[config.mk]
export PLATFORM = sky130hd
export DESIGN_NAME = vr_stream_source
export DESIGN_NICKNAME = d
export VERILOG_FILES = /design/src/rtl/vr_stream_source.sv
export SDC_FILE = /design/constraint.sdc
export NUM_CORES = 1
export LEC_CHECK = 0
export ABC_AREA = 1
export CORE_ASPECT_RATIO = 1.1
export CORE_UTILIZATION = 45
export CTS_CLUSTER_DIAMETER = 120
export DETAILED_ROUTE_END_ITERATION = 12
export PLACE_DENSITY_LB_ADDON = 0.1
export RECOVER_POWER = 100
export SETUP_SLACK_MARGIN = 0.4
export SLEW_MARGIN = 5
export SYNTH_ARGS = -nofsm -noshare
export SYNTH_HDL_FRONTEND = slang
export SYNTH_SLANG_ARGS = --single-unit
[constraint.sdc]
create_clock -name clk -period 4 [get_ports clk]
set_clock_uncertainty 0.15 [all_clocks]
set_input_delay 0.6 -clock clk [delete_from_list [all_inputs] [get_ports clk]]
set_output_delay 0.6 -clock clk [all_outputs]
set_load 0.02 [all_outputs]
[src/rtl/vr_stream_source.sv]
// vr_stream_source: valid/ready traffic generator emitting an arithmetic beat sequence per command
module vr_stream_source #(
  parameter int WIDTH = 32,
  parameter int LEN_W = 16,
  parameter int GAP_W = 4
) (
  input  logic             clk,
  input  logic             rst,
  input  logic             cmd_valid,
  output logic             cmd_ready,
  input  logic [LEN_W-1:0] cmd_len,
  input  logic [WIDTH-1:0] cmd_seed,
  input  logic [WIDTH-1:0] cmd_step,
  input  logic [GAP_W-1:0] cmd_gap,
  output logic [WIDTH-1:0] data_out,
  output logic             dn_valid_out,
  output logic             dn_last_out,
  input  logic             dn_ready_in,
  output logic             busy,
  output logic             done_pulse,
  output logic [LEN_W-1:0] sent_count
);
  typedef enum logic [1:0] {IDLE, SEND, GAP} state_t;
  state_t state, state_n;
  logic [LEN_W-1:0] len, len_n, cnt_n;
  logic [WIDTH-1:0] step, step_n, data_n;
  logic [GAP_W-1:0] gap, gap_n, gcnt, gcnt_n;
  logic valid_n, last_n, busy_n, done_n;
  assign cmd_ready = (state == IDLE) && !rst;
  always_ff @(posedge clk or posedge rst) begin
    if (rst) begin
      state        <= IDLE;
      len          <= '0;
      step         <= '0;
      gap          <= '0;
      gcnt         <= '0;
      data_out     <= '0;
      dn_valid_out <= 1'b0;
      dn_last_out  <= 1'b0;
      busy         <= 1'b0;
      done_pulse   <= 1'b0;
      sent_count   <= '0;
    end else begin
      state        <= state_n;
      len          <= len_n;
      step         <= step_n;
      gap          <= gap_n;
      gcnt         <= gcnt_n;
      data_out     <= data_n;
      dn_valid_out <= valid_n;
      dn_last_out  <= last_n;
      busy         <= busy_n;
      done_pulse   <= done_n;
      sent_count   <= cnt_n;
    end
  end
  always_comb begin
    state_n = state;
    len_n   = len;
    step_n  = step;
    gap_n   = gap;
    gcnt_n  = gcnt;
    data_n  = data_out;
    valid_n = dn_valid_out;
    last_n  = dn_last_out;
    busy_n  = busy;
    done_n  = 1'b0;
    cnt_n   = sent_count;
    if (state == IDLE) begin
      if (cmd_valid) begin
        len_n   = cmd_len;
        step_n  = cmd_step;
        gap_n   = cmd_gap;
        data_n  = cmd_seed;
        cnt_n   = '0;
        valid_n = cmd_len != '0;
        busy_n  = cmd_len != '0;
        done_n  = cmd_len == '0;
        last_n  = cmd_len == LEN_W'(1);
        state_n = (cmd_len != '0) ? SEND : IDLE;
      end
    end else if (state == SEND) begin
      if (dn_ready_in) begin
        cnt_n  = sent_count + LEN_W'(1);
        data_n = data_out + step;
        if (dn_last_out) begin
          state_n = IDLE;
          valid_n = 1'b0;
          last_n  = 1'b0;
          busy_n  = 1'b0;
          done_n  = 1'b1;
        end else if (gap == '0) begin
          last_n = cnt_n == len - LEN_W'(1);
        end else begin
          state_n = GAP;
          valid_n = 1'b0;
          gcnt_n  = gap;
        end
      end
    end else begin
      gcnt_n = gcnt - GAP_W'(1);
      if (gcnt == GAP_W'(1)) begin
        state_n = SEND;
        valid_n = 1'b1;
        last_n  = sent_count == len - LEN_W'(1);
      end
    end
  end
endmodule

# Word-level counts from Yosys, hierarchy flattened
# Cells that the tools add are included.
[word_totals]
inputBits = 88
regBits = 110
out_inout_bits = 53
[classes]
n_reduce_logical = 16
bitwise_logic = 1
addsub = 4
eq_ne = 11
muxes = 43
[op_table]
columns = ["cell", "count"]
rows = [
  ["$mux 32", 4],
  ["$mux 16", 4],
  ["$add 32x32->32", 1],
  ["$eq 16x16->1", 2],
  ["$mux 1", 24],
  ["$add 16x1->16 const B", 1],
  ["$eq 16x1->1 const B", 1],
  ["$logic_not 16->1", 1],
  ["$mux 4", 4],
  ["$reduce_bool 16->1", 1],
  ["$sub 16x1->16 const B", 1],
  ["$mux 2", 7],
  ["$reduce_and 4->1", 3],
  ["$ne 2x2->1 const B", 4],
  ["$reduce_and 3->1", 2],
  ["$reduce_bool 2->1", 3],
  ["$eq 4x1->1 const B", 1],
  ["$logic_not 4->1", 1],
  ["$ne 4x4->1 const B", 1],
  ["$sub 4x1->4 const B", 1],
  ["$ne 3x3->1 const B", 1],
  ["$reduce_bool 3->1", 1],
  ["$eq 2x1->1 const B", 1],
  ["$logic_not 2->1", 1],
  ["other kinds (4)", 4],
]

# Depth between registers and ports, before layout
# Gate-level depths: netlist (run 1).
[logic_depth]
depth_word = 7
ltp_mapped = 18
ltp_nobuf = 18

# Worst setup path before layout (run 1)
# OpenSTA, ideal clock, no wires.
[synth_timing]
path_type = "reg-to-reg"
startpoint = "register data_out[0]"
endpoint = "register data_out[20]"
setup_ns = 0.127
t_required_ns = 3.723
stages_incl_launch_ff = 14
n_path_buf = 0
setup_slack_ns = 1.680
arrival_time_ns = 2.043
cell_sequence = "dfrtp_1 ha_1 inv_1 fa_1 o21ai_2 a21oi_2 o21ai_2 nand2_1 nand2_1 nand2_1 nand2_1 nand2_1 a21oi_1 o21ai_0"
[synth_between]
elab_chain_cells = 4
[synth_lines]
columns = ["item", "line", "source"]
rows = [
  ["start, declared", "15", "output logic [WIDTH-1:0] data_out,"],
  ["start signal, assigned", "49", "data_out <= data_n;"],
  ["$add 32x32->32", "85", "data_n = data_out + step;"],
  ["$mux 32", "83", "if (dn_ready_in) begin"],
  ["$mux 32", "82", "end else if (state == SEND) begin"],
  ["$mux 32", "69", "if (state == IDLE) begin"],
]
# Every way passes these cells. The select of a mux whose other input is x is not followed.
# A chain may end at the register's enable or synchronous reset.

# Final worst setup path (run 1)
[layout_timing]
startpoint = "register state[0]"
endpoint = "output cmd_ready"
[layout_between]
elab_chain_cells = 2
[layout_lines]
columns = ["item", "line", "source"]
rows = [
  ["start, declared", "24", "state_t state, state_n;"],
  ["start signal, assigned", "44", "state <= state_n;"],
  ["$logic_not 2->1", "29", "assign cmd_ready = (state == IDLE) && !rst;"],
  ["$logic_and 1x1->1", "29", ""],
  ["end, declared", "10", "output logic cmd_ready,"],
]
# Every way passes these cells.

==> impl_results.md, run 1 <==
- Synth cell types: 47
- Hold_buf cts: 0
- Synth-to-Final Area Change: 24.94%
- Worst R2R Path Depth: 7
- WHS: 355.7 ps
- Ports: 141
- Setup crit start: state[0]$_DFFE_PP0P_
- Syn. warnings: 0
- CP max-delay cell: dlygate4sd3_1
- Status: finished, violations left
- Initial DRT Pass Iterations: 6
- Most Crowded Layer GR: met2
- Met2 usage: 49.08%
- Synth top area cells: dfrtp_1 (35%), nand2_1 (13%), nor2_1 (6.7%)
- Vias: 7601
- Tot Pwr: 8.907 mW
- Comb pwr share: about two thirds
- Inst Count DP: around 1.4k
- Iteration-0 DRC Markers: 457
- Die area: 0.01764 mm2
- Final RePlAce weighted congestion: between 0.8 and 0.9
- CTS tree: yes
- Final wirelength: approximately 23000 um
- Final min period: 3404 ps
- CP arrival: 2650 ps
- Clock root cell: clkbuf_16
- Fin. max-slew vios: 71
- Post-synth EDFFs: 0
- Final period util: 85.09%
- Global-route wire length before repair: 36920 um
- R2R setup slack: 930 ps
- Clock Latency Late Sink: 360 ps
- Total clock buffers created by CTS: 9
- FF+latch count, synth: about 110
- Die Width: 126.7 um
- RR Startpoint: state[0]$_DFFE_PP0P_
- Rel. slew slack: -9.393%
- Clk pwr share: 10.7%
- Seq pwr share: around 25%
- Count of final hold-check violations: 0
- H-tree levels: 3
- Sw Pwr: 4.559 mW
- FF-to-FF End: data_out[10]$_DFFE_PP0P_
- Yosys top cell area share: between 30% and 40%
- Detail Placement HPWL: between 15000 and 20000 um
- Number of fill cells in the layout: 1582
- Final setup fails: 0
- Worst path required time: between 3000 and 4000 ps
- Remaining global-route overflow: 0
- MaxCap Viol Count: 1
- Hold crit path type: register to register
- Resized Gates After CTS: 0
- Largest net degree at the start of global routing: 110
- Clock-pin slew on the worst setup and hold paths: around 80 ps
- Core Area: 0.01655 mm2
- Most numerous cell on the critical path: nor2_1
- CP Max Fanout: 10
- Vias per Instance: 5.376
- Row count: around 50
- Switching Share: 51.18%
- Postcts setup bufs: 0
- Starting density of the core: 46.53%
- Worst slew pin tran: 1641 ps
- Worst IR Drop VDD: 0.0004229 V
- GR Util met1: 31.56%
- Number of remaining DRC errors: 0
- Int Pwr: 4.348 mW
- Nets: between 1k and 1.5k
- Max Buffers Root-to-Sink: 2
- Post-synthesis cell area: 0.007702 mm2
- Fin cells: 1414
- ANT cells: 0
- Post-route antenna net violation count: 0
- Avg Inst Size Synth: 7.192 um2
- Worst path max stage delay: about 700 ps
- Final WS setup: 596.3 ps
- Failing checks: max-capacitance violations, max-slew violations
- Layout Utilization: a little under 60%
- Initial antenna violation count: 0
- Final instance area: 0.009623 mm2
- Post-synthesis async set-or-reset flop share: 100.0%
- Met3 Usage GRT: 2.384%
- Crit-path cells: nor2_1 -> clkinv_1 -> nor2_1 -> dlygate4sd3_1
- Commonest non-fill, non-tap cell in the layout: nand2_1
- GRT Util Overall: 26.56%
- Post-Syn Nets: roughly 1.2k
- IO buf count: between 100 and 150
- Share of cells above drive strength 1: 8.347%
- # clock sinks: about 110
- Main synth FF type: dfrtp_1
- WS Path Type: register to primary output
- DP Area: about 0.0093 mm2
- Wire per inst: between 15 and 20 um
- Number of global-route vias before repair: 7490
- Setup TNS: 0 ps
- Synth area leader: dfrtp_1
- Pre-CTS setup slack: 826.8 ps
- Endpoint type of the worst setup path: primary output
- Most frequent cells in the layout: nand2_1 (268), nor2_1 (137), dfrtp_1 (109), inv_1 (90), clkdlybuf4s50_1 (84)
- Cells after synthesis: roughly 1.1k
- Height of the die: approximately 140 um
- RSZ-0062 raised after global routing: false
- Sequential fraction of the synthesis area: 35.41%
- Power Dens Cells: around 900 mW/mm2
- Pleak: 4.501 nW
- Critical Path Start Type: register
- Worst Setup EP: cmd_ready
- Peak Freq: slightly below 0.3 GHz
## final cells by class
type,count,area [um2],area share (%)
Multi-Input combinational cell,836,4488,46.64
Tap cell,204,255.2,2.652
Timing Repair Buffer,146,1459,15.16
Sequential cell,109,2728,28.34
Clock buffer,9,225.2,2.340
Inverter,103,387.9,4.031
Clock inverter,7,80.08,0.8321
## Yosys cell counts (5+ instances only)
library cell,n
a21oi_1,81
xor2_1,15
nand4_1,14
clkbuf_1,16
nand2_2,10
o21ai_0,75
dfrtp_1,109
nand3_1,68
inv_1,91
nor2_1,137
mux2_2,34
o21ai_1,6
nand2_1,269
inv_2,10
o22ai_1,14
nor3_1,11
nor2_4,8
nor2_2,5
xnor2_1,8
a31oi_1,6
ha_1,35
## critical path: cells and delay by family (launching register included)
family        cells  cell delay, ps
simple gates      2             790
flops             1             460
buf+inv           2            1040
## flip-flops by register name (all words and copies together), names as in the netlist
register	cells
data_out	32
step	32
len	16
sent_count	16
gap	4
gcnt	4
state	2
busy	1
dn_last_out	1
done_pulse	1
## worst min-delay path by stage
stage               depth (start not counted)  slack (ps)                  end                 from
global route                                2         380     busy$_DFFE_PP0P_     busy$_DFFE_PP0P_
detailed placement                          2         350     busy$_DFFE_PP0P_     busy$_DFFE_PP0P_
floorplan                                   1         330  step[0]$_DFFE_PP0P_  step[0]$_DFFE_PP0P_
finish                                      2         360     busy$_DFFE_PP0P_     busy$_DFFE_PP0P_
global placement                            2         350     busy$_DFFE_PP0P_     busy$_DFFE_PP0P_
CTS                                         2         370     busy$_DFFE_PP0P_     busy$_DFFE_PP0P_
## power groups by stage
stage,combinational (mW),clock (mW),sequential [mW]
final,5.76,0.957,2.19
after global routing,6.49,1.01,2.26
after CTS,5.86,0.974,2.20
after detailed placement,5.84,0,2.21
after global placement,5.75,0,2.22
after floorplan,3.90,0,2.35
## per-layer routing
metal	vias up	routed length [um]
met4	0	652
li1	3838	-
met2	176	11700
met1	3547	9598
met3	40	644
met5	-	0
## cells by family (layout without fill, tap and decap cells)
group,Yosys count,in the layout,share of synthesized area (%)
adder cells (fa/ha/maj),36,36,5.945
flip-flops,109,109,35.41
buffers and inverters,126,265,6.303
XOR/XNOR,23,23,2.615
AND/OR/NAND/NOR,535,535,29.78
multiplexers,34,34,4.971
AO/OA/AOI/OAI,208,208,14.98
(Power assumes the default switching activity.)
==> inputs of run 2 (changes only) <==
REMOVE_ABC_BUFFERS = 1   (was unset)
==> run 2 against run 1 <==
Net effect: the flow still finishes with violations (max-capacitance violations, max-slew violations); die area unchanged; combinational power down 0.7%; sequential power about the same; critical path depth up 1; sequential share of layout area down 0.092 points; first-iteration DRC count down 9.8%; wire length down 1.4%; global-route usage down 0.65 points; final area up 0.33%; non-clock buffer count up 3; register-to-register slack worse by 40 ps; critical path type is now register to register; highest routed layer unchanged.
==> impl_results.md, run 2 (same netlist as run 1, synthesis figures left out) <==
- Number of remaining DRC errors: 0
- Final wirelength: around 22000 um
- RSZ-0062 raised after global routing: false
- Peak Freq: approximately 0.32 GHz
- Number of fill cells in the layout: 1594
- GRT Util Overall: approximately 26%
- Rel. slew slack: -53.69%
- Endpoint type of the worst setup path: register
- Row count: 49
- Die area: 0.01764 mm2
- Largest regs: data_out x32, step x32
- Initial DRT Pass Iterations: 6
- Ports: between 100 and 150
- Final setup fails: 0
- Clock-pin slew on the worst setup and hold paths: 70 ps
- Detail Placement HPWL: between 15000 and 20000 um
- Height of the die: ~140 um
- Clock Latency Late Sink: 360 ps
- R2R setup slack: 890 ps
- Nets: 1332
- Initial antenna violation count: 0
- Vias: 7527
- Power Dens Cells: around 900 mW/mm2
- Synth-to-Final Area Change: 25.34%
- Remaining global-route overflow: 0
- Final period util: 77.82%
- Largest net degree at the start of global routing: 71
- Total clock buffers created by CTS: 9
- Final instance area: ~0.0097 mm2
- Setup TNS: 0 ps
- ANT cells: 0
- Layout Utilization: 58.32%
- Wire per inst: roughly 16 um
- Critical Path Start Type: register
- Hold Crit Depth: 2
- Worst slew pin tran: 2303 ps
- Clock root cell: clkbuf_16
- WS Path Type: register to register
- Core Area: 0.01655 mm2
- Max Buffers Root-to-Sink: 2
- DP Area: 0.009348 mm2
- Tot Pwr: 8.920 mW
- Fin. max-slew vios: 132
- Resized Gates After CTS: 0
- Die Width: between 100 and 150 um
- Pleak: 4.522 nW
- Worst path required time: approximately 4100 ps
- Final RePlAce weighted congestion: approximately 0.94
- Hold_buf cts: 0
- Hold Startpoint: busy$_DFFE_PP0P_
- IO buf count: 140
- Most frequent cells in the layout: nand2_1 (268), nor2_1 (136), dfrtp_1 (109), inv_1 (91), clkdlybuf4s50_1 (85)
- Postcts setup bufs: 0
- CP arrival: 3210 ps
- Number of global-route vias before repair: 7074
- RR Startpoint: state[0]$_DFFE_PP0P_
- Status: finished, violations left
- WHS: ~360 ps
- Worst R2R Path Depth: 5
- # clock sinks: 109
- Final min period: 3113 ps
- Worst IR Drop VDD: around 0.00046 V
- Global-route wire length before repair: 35910 um
- CTS tree: yes
- Vias per Instance: 5.312
- Count of final hold-check violations: 0
- H-tree levels: 3
- Hold crit path type: register to register
- Starting density of the core: 46.53%
- Commonest non-fill, non-tap cell in the layout: nand2_1
- Share of cells above drive strength 1: 8.491%
- Failing checks: max-capacitance violations, max-slew violations
- MaxCap Viol Count: 2
- Post-route antenna net violation count: 0
- CP Max Fanout: 70
- FF-to-FF End: step[9]$_DFFE_PP0P_
- Hold Path End: busy$_DFFE_PP0P_
- Iteration-0 DRC Markers: 412
## run 2: area by class of cell
cell class	count	area (um2)	share of cell area (%)
timing repair buffer	149	1474	15.27
clock buffer	11	242.7	2.514
inverter	103	386.6	4.005
tap	204	255.2	2.644
clock inverter	5	81.33	0.8424
sequential	109	2728	28.25
multi-input combinational	836	4487	46.47
## run 2: how the worst max path moves through the flow
stage | endpoint | start | slack (ps)
3_5_place_dp | state[0]$_DFFE_PP0P_ | dn_ready_in | 1120
3_3_place_gp | state[0]$_DFFE_PP0P_ | dn_ready_in | 1150
2_1_floorplan | data_out[10]$_DFFE_PP0P_ | state[0]$_DFFE_PP0P_ | -1550
5_1_grt | data_out[23]$_DFFE_PP0P_ | rst | 610
6_report | step[9]$_DFFE_PP0P_ | state[0]$_DFFE_PP0P_ | 890
4_1_cts | cmd_ready | state[0]$_DFFE_PP0P_ | 1300
## run 2: report_power, final
part,switching [mW],leakage [nW],internal (mW)
clock network,0.436,0.156,0.568
logic,3.52,3.05,2.20
registers,0.540,1.32,1.65
total,4.50,4.52,4.42
## run 2: critical path, cell delays in order, from the launching register on
cell and delay, ps:
dfrtp_1 480, nor2_2 90, clkbuf_2 430, nand2_2 180, clkbuf_2 1190, mux2_2 440
## run 2: layer usage
metal  wire, um  vias up  global-route usage (%)
li1           -     3851                       -
met1       9692     3449                   32.38
met2      11310      195                   46.47
met3        806       32                   2.576
met4        474        0                   8.897
met5          0        -                       0
## run 2: per-stage QoR
stage | setup slack [ps] | std cells
after global routing | 606.5 | 1417
after CTS | 1297 | 1417
after detailed placement | 1123 | 1401
after global placement | 1151 | 1401
after floorplan | -1547 | 1048
final | 887.1 | 1417
